--- src/rtl/tag_rx_pkg.sv ---
// Shared definitions for the tag receive path: FSM encoding, CRC-16 constants
// and the single-bit CRC update used by both the RX check and the TX CRC path.
package tag_rx_pkg;

  typedef enum logic [1:0] {
    ST_IDLE  = 2'd0,
    ST_SHIFT = 2'd1,
    ST_DONE  = 2'd2
  } crc_state_e;

  localparam logic [15:0] CRC16_POLY      = 16'h1021;
  localparam logic [15:0] CRC_PRESET_DEF  = 16'hFFFF;
  localparam logic [15:0] CRC_RESIDUE_DEF = 16'h1D0F;
  localparam logic [15:0] RN16_LEN        = 16'd16;

  // MSB-first CRC-16 step: feedback is the outgoing MSB xor the incoming bit.
  function automatic logic [15:0] crc16_step(input logic [15:0] crc, input logic b);
    logic fb;
    fb = crc[15] ^ b;
    return {crc[14:0], 1'b0} ^ (fb ? CRC16_POLY : 16'h0000);
  endfunction

endpackage

--- src/rtl/crc16_serial.sv ---
// Bit-serial CRC-16 register. init presets the register; when init and en are
// both high the incoming bit is folded into the fresh preset in the same cycle.
module crc16_serial
  import tag_rx_pkg::*;
#(
  parameter logic [15:0] PRESET = CRC_PRESET_DEF
) (
  input  logic        clk,
  input  logic        rst,
  input  logic        en,
  input  logic        init,
  input  logic        bit_in,
  output logic [15:0] crc
);

  logic [15:0] crc_d, crc_q;

  always_comb begin
    crc_d = crc_q;
    if (init) crc_d = PRESET;
    if (en)   crc_d = crc16_step(crc_d, bit_in);
  end

  always_ff @(posedge clk or posedge rst) begin
    if (rst) crc_q <= PRESET;
    else     crc_q <= crc_d;
  end

  assign crc = crc_q;

endmodule

--- src/rtl/tag_crc_check.sv ---
// Checks the CRC-16 of a decoded tag reply, classifies RN16 / illegal lengths
// and captures the first 16 reply bits.
module tag_crc_check
  import tag_rx_pkg::*;
#(
  parameter int          DATA_W      = 256,
  parameter logic [15:0] CRC_PRESET  = CRC_PRESET_DEF,
  parameter logic [15:0] CRC_RESIDUE = CRC_RESIDUE_DEF
) (
  input  logic              clk,
  input  logic              reset,
  input  logic [DATA_W-1:0] tag_data,
  input  logic              tag_finish,
  input  logic [15:0]       tag_data_number,
  output logic              busy,
  output logic              done,
  output logic              crc_ok,
  output logic              no_crc,
  output logic              len_err,
  output logic [15:0]       rn16
);

  localparam logic [15:0] DATA_W16 = 16'(DATA_W);

  crc_state_e        state_d, state_q;
  logic              fin_d, fin_q;
  logic              armed_d, armed_q;
  logic              start_d, start_q;
  logic [DATA_W-1:0] data_d, data_q;
  logic [15:0]       num_d, num_q;
  logic [8:0]        cnt_d, cnt_q;
  logic              crc_ok_d, crc_ok_q;
  logic              no_crc_d, no_crc_q;
  logic              len_err_d, len_err_q;
  logic [15:0]       rn16_d, rn16_q;

  logic              crc_en, crc_init;
  logic [15:0]       crc;
  logic [DATA_W-1:0] aligned;
  logic              start;

  // Left-justify the reply so the first received bit sits at the MSB.
  assign aligned = tag_data << (DATA_W16 - tag_data_number);

  // armed_q blocks a tag_finish level that was already high out of reset.
  assign start = tag_finish & ~fin_q & armed_q & ~start_q & (state_q == ST_IDLE);

  always_comb begin
    state_d   = state_q;
    fin_d     = tag_finish;
    armed_d   = armed_q | ~tag_finish;
    start_d   = start;
    data_d    = data_q;
    num_d     = num_q;
    cnt_d     = cnt_q;
    crc_ok_d  = crc_ok_q;
    no_crc_d  = no_crc_q;
    len_err_d = len_err_q;
    rn16_d    = rn16_q;
    crc_en    = 1'b0;
    crc_init  = 1'b0;

    case (state_q)
      ST_IDLE: begin
        if (start_q) begin
          if (num_q < RN16_LEN || num_q > DATA_W16) begin
            len_err_d = 1'b1;
            crc_ok_d  = 1'b0;
            no_crc_d  = 1'b0;
            state_d   = ST_DONE;
          end else if (num_q == RN16_LEN) begin
            no_crc_d  = 1'b1;
            crc_ok_d  = 1'b0;
            len_err_d = 1'b0;
            state_d   = ST_DONE;
          end else begin
            // Preset and consume the first bit together; cnt holds bits still to go.
            crc_init = 1'b1;
            crc_en   = 1'b1;
            data_d   = data_q << 1;
            cnt_d    = 9'(num_q - 16'd1);
            state_d  = ST_SHIFT;
          end
        end
      end
      ST_SHIFT: begin
        if (cnt_q == 9'd0) begin
          crc_ok_d  = (crc == CRC_RESIDUE);
          no_crc_d  = 1'b0;
          len_err_d = 1'b0;
          state_d   = ST_DONE;
        end else begin
          crc_en = 1'b1;
          data_d = data_q << 1;
          cnt_d  = cnt_q - 9'd1;
        end
      end
      ST_DONE:  state_d = ST_IDLE;
      default:  state_d = ST_IDLE;
    endcase

    if (start) begin
      data_d = aligned;
      num_d  = tag_data_number;
      if (tag_data_number >= RN16_LEN && tag_data_number <= DATA_W16)
        rn16_d = aligned[DATA_W-1 -: 16];
    end
  end

  always_ff @(posedge clk or posedge reset) begin
    if (reset) begin
      state_q   <= ST_IDLE;
      fin_q     <= 1'b0;
      armed_q   <= 1'b0;
      start_q   <= 1'b0;
      data_q    <= '0;
      num_q     <= 16'd0;
      cnt_q     <= 9'd0;
      crc_ok_q  <= 1'b0;
      no_crc_q  <= 1'b0;
      len_err_q <= 1'b0;
      rn16_q    <= 16'h0000;
    end else begin
      state_q   <= state_d;
      fin_q     <= fin_d;
      armed_q   <= armed_d;
      start_q   <= start_d;
      data_q    <= data_d;
      num_q     <= num_d;
      cnt_q     <= cnt_d;
      crc_ok_q  <= crc_ok_d;
      no_crc_q  <= no_crc_d;
      len_err_q <= len_err_d;
      rn16_q    <= rn16_d;
    end
  end

  crc16_serial #(.PRESET(CRC_PRESET)) u_crc (
    .clk    (clk),
    .rst    (reset),
    .en     (crc_en),
    .init   (crc_init),
    .bit_in (data_q[DATA_W-1]),
    .crc    (crc)
  );

  assign busy    = (state_q != ST_IDLE);
  assign done    = (state_q == ST_DONE);
  assign crc_ok  = crc_ok_q;
  assign no_crc  = no_crc_q;
  assign len_err = len_err_q;
  assign rn16    = rn16_q;

endmodule

--- config.mk ---
export PLATFORM = sky130hd
export DESIGN_NAME = tag_crc_check
export DESIGN_NICKNAME = d
export VERILOG_FILES = /design/src/rtl/tag_rx_pkg.sv /design/src/rtl/crc16_serial.sv /design/src/rtl/tag_crc_check.sv
export SDC_FILE = /design/constraint.sdc
export NUM_CORES = 2
export LEC_CHECK = 0
export CAP_MARGIN = 5
export CORE_AREA = 2 2 250 314
export CTS_CLUSTER_DIAMETER = 200
export DETAILED_ROUTE_END_ITERATION = 10
export DIE_AREA = 0 0 252 316
export PLACE_DENSITY = 0.7
export SLEW_MARGIN = 15
export SYNTH_ARGS = -nofsm -noshare
export SYNTH_HDL_FRONTEND = slang
export SYNTH_HIERARCHICAL = 1
export SYNTH_SLANG_ARGS = --single-unit
--- constraint.sdc ---
create_clock -name clk -period 12.99 [get_ports clk]
set_clock_uncertainty 0.2 [all_clocks]
set_input_delay 2.598 -clock clk [delete_from_list [all_inputs] [get_ports clk]]
set_output_delay 2.598 -clock clk [all_outputs]
set_load 0.005 [all_outputs]
* After elaboration in Yosys (flattened, before gate mapping)
Index checks and enable logic that the tools add are counted.
** Word-level totals
- Flip-flop bits (word level) :: 321
- Output and inout bits :: 21
- Word-level logic and storage cells :: 94
** Cells by class
- $add $sub $neg :: 3
- Order comparisons :: 4
- Equal/unequal tests :: 14
- Shift-type cells :: 1
- Muxes and demuxes :: 38
- Bitwise operators :: 10
- Reduce and logical (&&, ||, !) cells :: 12
** Operators by type and width (count)
- $mux W256 :: 5
- $pmux W256 S2 :: 1
- $shl A256 B16 Y256 :: 1
- $mux W9 :: 4
- $mux W16 :: 2
- $pmux W9 S2 :: 1
- $sub A9 B1 Y9 const B :: 2
- $eq A16 B13 Y1 const B :: 1
- $eq A16 B5 Y1 const B :: 1
- $ge A16 B5 Y1 const B :: 1
- $gt A16 B9 Y1 const B :: 1
- $le A16 B9 Y1 const B :: 1
- $lt A16 B5 Y1 const B :: 1
- $sub A9 B16 Y16 const A :: 1
- $xor A16 B16 Y16 :: 1
- $mux W1 :: 15
- $mux W13 :: 1
- $ne A3 B3 Y1 const B :: 4
- $ne A2 B2 Y1 const B :: 5
- $reduce_and A5 Y1 :: 2
- $logic_not A9 Y1 :: 1
- $mux W2 :: 4
- $pmux W1 S2 :: 4
- $and A1 B1 Y1 :: 4
- other kinds (14) :: 18

* Longest topological paths before layout
- Word-level depth :: 10
- Depth in mapped cells :: 23
- Gate-level depth less buffers :: 11

* Modules after synthesis
The synthesis kept the hierarchy.
** By module, submodules not included
- tag_crc_check :: times used 1, cells an instance 4222, area an instance 37267.0 um2
- crc16_serial :: times used 1, cells an instance 64, area an instance 772.0 um2

* Least setup slack after synthesis
Ideal clock, no wire load.
- Kind :: input-to-reg
- From :: input port tag_data_number[0]
- To :: register data_q[162]
- Arrival time :: 6.992 ns
- Setup slack :: 5.660 ns
- Stages :: 19
- Path through :: buf_4 buf_4 buf_4 inv_1 buf_2 buf_2 clkbuf_1 ha_1 buf_2 inv_1 clkbuf_1 clkbuf_1 clkbuf_1 buf_1 mux4_2 mux2i_1 o22ai_1 a221oi_1 o211ai_1
** On the way
- Cells in the longest elaborated chain, start to end :: 3
** RTL lines
- from (decl) :: RTL line tag_crc_check.sv:14 : input logic [15:0] tag_data_number,
- $sub A9 B16 Y16 :: RTL line tag_crc_check.sv:43 : assign aligned = tag_data << (DATA_W16 - tag_data_number);
- $shl A256 B16 Y256 :: RTL line tag_crc_check.sv:43
- $mux W256 :: RTL line tag_crc_check.sv:102 : if (start) begin
- to (signal assigned) :: RTL line tag_crc_check.sv:128 : data_q <= data_d;
- to (decl) :: RTL line tag_crc_check.sv:29 : logic [DATA_W-1:0] data_d, data_q;
Every way passes these cells.
A chain may end at the register's enable or synchronous reset.

* Final worst setup path
- From :: input port tag_data_number[1]
- To :: register data_q[252]
Same word-level chain as after synthesis.

==> run_results.csv <==
group,metric,value,unit
run_status,outcome,"finished with violations",
run_status,violations,"max-capacitance violations",
synthesis,syn_area_per_cell,8.88,sq um
synthesis,yosysMostFrequentCell,"nand2_1",
global_routing,grt_max_degree,189,
critical_path,cp-end-kind,"flop",
floorplan,fp.coreArea,0.0767,sq mm
synthesis,synth_edf_count,0,
route,wirelength,211,mm
synthesis,synthTopCellsByCount,"535 x nand2_1, 516 x mux2i_1, 373 x a21oi_1",
sta,hold_violations,0,
finish,seqCellArea,0.00805,sq mm
power_and_ir_drop,ir_drop,0.0966,mV
clock_network,htreeDepth,2,
global_routing,grt_pass1_vias,38300,
clock_network,postCtsSetupRepairBufs,0,
sta,worstMarginPinSlew,1.46,ns
global_routing,grt_antenna_before_repair,27,
global_routing,grtUsageTotal,0.518,
synthesis,seq_area_frac_synth,0.212,
sta,setup_tns,0,ns
place,globalplace.congestion,1.14,
critical_path,critical_path_required,13.26,ns
floorplan,die_w,252,microns
sta,fin_crit,8.76,ns
synthesis,synth_async_sr_flop_share,1.00,
route,top_layer_used,"met5",
route,met1_length,77.8,mm
place,placed_cell_area,0.0412,sq mm
route,dr_total_vias,42000,
synthesis,synth.area.mux_share,0.352,
sta,drv_slew,0,
route,drt-vias-per-instance,7.92,
finish,final_cell_area,0.0424,sq mm
route,wl_met3,29.3,mm
sta,maxSlewHeadroom,0.0134,
route,drc,0,
synthesis,synth_top_family_by_area,"multiplexers",
synthesis,yosysTopAreaCellShare,0.201,
synthesis,ys.flop_type,"dfrtp_1",
place,numPlacedInstances,5223,
route,routedWlPerCell,39.8,microns
synthesis,synth_compound_area_frac,0.224,
clock_network,numCtsBuffers,35,
synthesis,ys_seq_elements,321,
sta,report.final.setup_viol,0,
finish,syn_to_final_growth,11.5,%
finish,drive_above_1_share,0.149,
finish,fin_util,0.553,
sta,max_freq,114,MHz
clock_network,clockBufferDepth,3,
clock_network,cts_tree,"built",
floorplan,ios,296,
clock_network,clock_latency,0.59,ns
synthesis,synth-simple-area-share,0.152,
synthesis,synthAdderAreaFrac,0.000658,
critical_path,worstSetupStartpointType,"primary input",
power_and_ir_drop,power,6.09,mW
run,maxCapViolations,1,
clock_network,path_clk_slew,0.06,ns
sta,fin_crit_sh,0.674,
place,dp_hpwl,160,mm
route,final_antenna_net_count,0,
synthesis,yosysUniqueCellTypes,96,
clock_network,cts.sinks,321,
floorplan,core.rowCount,114,
finish,nFillCells,7095,
power_and_ir_drop,p_per_area,144,mW/mm^2
floorplan,dieArea,0.0796,sq mm
critical_path,cp_max_fo,109,
synthesis,syn_area,0.0380,sq mm
finish,final_nets,4552,
synthesis,synthCells,4286,
synthesis,yosysTopAreaCell,"dfrtp_1",
floorplan,die_h,316,microns
synthesis,synth_xor_area_frac,0.00296,
synthesis,synth_area_leaders,"dfrtp_1 20%, mux4_2 19%, mux2i_1 14%",
sta,rsz0062_at_grt,"no",
power_and_ir_drop,p_leak,16.7,nW
clock_network,ctsHoldBuffers,0,
synthesis,synth_nets,4563,
finish,multi_input_area,0.0280,sq mm
critical_path,crit_top_cell,"a221o_1",
critical_path,cp.arrival,9.03,ns
route,wl_met2,83.5,mm
global_routing,grt_remaining_overflow,0,
synthesis,yosys_warnings,6,
finish,fin_cells,5298,
global_routing,grt_pass1_wl,295,mm
floorplan,initial_core_util,0.496,
critical_path,slowest_stage,"a2111oi_1",
route,dr.pass1.iters,7,
critical_path,max_stage_delay,1.04,ns
clock_network,root_buffer,"clkbuf_16",
critical_path,path_class,"primary input to flop",
worst_hold_path,hold_class,"flop to flop",
clock_network,cts_resized,0,
place,portBuffers,295,
critical_path,crit_chain,"clkdlybuf4s50_1 > inv_1 > ha_4 > inv_8 > buf_4 > nor2_1 > a221o_1 > mux2i_1 > nor3_1 > a2111oi_1 > a211oi_1 > a221o_1",
route,drt_iter0_drc,8215,
placed cells by master, fill, tap and decap left out, drive strengths merged, types with 100 or more instances in the layout:
| cell type | count |
|---|---|
| a21oi | 373 |
| and3 | 108 |
| buf | 104 |
| clkdlybuf4s50 | 294 |
| dfrtp | 305 |
| mux2i | 516 |
| mux4 | 323 |
| nand2 | 537 |
| nand3 | 100 |
| nor2 | 347 |
| o21ai | 176 |
| o22ai | 111 |
path summary, 6_finish.rpt:
path                                      from                      end  slack (ns)  depth (start not counted)
setup / recovery            tag_data_number[1]  data_q[252]$_DFFE_PP0P_        4.23                         12
hold / removal             rn16[2]$_DFFE_PP0P_      rn16[2]$_DFFE_PP0P_        0.26                          2
setup reg to reg             start_q$_DFF_PP0_  data_q[192]$_DFFE_PP0P_        7.09                         13
hold reg to reg            rn16[2]$_DFFE_PP0P_      rn16[2]$_DFFE_PP0P_        0.26                          2
max in group asynchronous                reset  data_q[116]$_DFFE_PP0P_        7.93                          4
min in group asynchronous                reset      len_err$_DFFE_PP0P_        2.40                          2
registers in the layout (all words and copies together) (netlist names):
| name | flops |
|---|---|
| crc_ok | 1 |
| state_q | 2 |
| armed_q | 1 |
| u_crc/crc | 16 |
| data_q | 256 |
| no_crc | 1 |
| cnt_q | 9 |
| num_q | 16 |
| len_err | 1 |
| rn16 | 16 |
| fin_q | 1 |
| start_q | 1 |
final cells by class:
type | instances | share of cell area
Clock inverter | 16 | 0.00348
Timing Repair Buffer | 398 | 0.0910
Multi-Input combinational cell | 3500 | 0.661
Clock buffer | 47 | 0.0232
Inverter | 19 | 0.00204
Tap cell | 986 | 0.0291
Antenna cell | 11 | 0.000649
Sequential cell | 321 | 0.190
worst max-delay path: cells and delay by family:
family	cells	cell delay, ns
compound gates	4	2.18
fa+ha+maj	1	0.47
mux	1	0.91
simple gates	2	0.53
buf+inv	4	2.10
per-stage QoR:
stage,setup slack [ns],hold slack (ns)
2_1_floorplan,1.76,0.226
3_3_place_gp,3.89,0.242
3_5_place_dp,3.88,0.252
4_1_cts,4.46,0.268
5_1_grt,4.20,0.286
6_report,4.23,0.264
report_power, final:
part           internal [mW]  switching (mW)  total [mW]  leakage (nW)
clock network          0.562           0.472        1.03         0.545
registers               1.44           0.309        1.75          3.89
logic                   1.19            2.11        3.30          12.3
routing by layer:
| metal | GRT usage | vias to the layer above |
|---|---|---|
| met4 | 0.396 | 28 |
| met3 | 0.181 | 878 |
| met1 | 0.677 | 20600 |
| li1 | - | 16700 |
| met5 | 0 | - |
| met2 | 0.698 | 3766 |
cells by family after synthesis:
logic type               count (synthesis)
AO/OA/AOI/OAI                         1272
AND/OR/NAND/NOR                       1295
buffers and inverters                  465
XOR/XNOR                                 9
flip-flops                             321
adder cells (fa/ha/maj)                  2
multiplexers                           922
No activity file was read; power rests on OpenSTA's default activity.
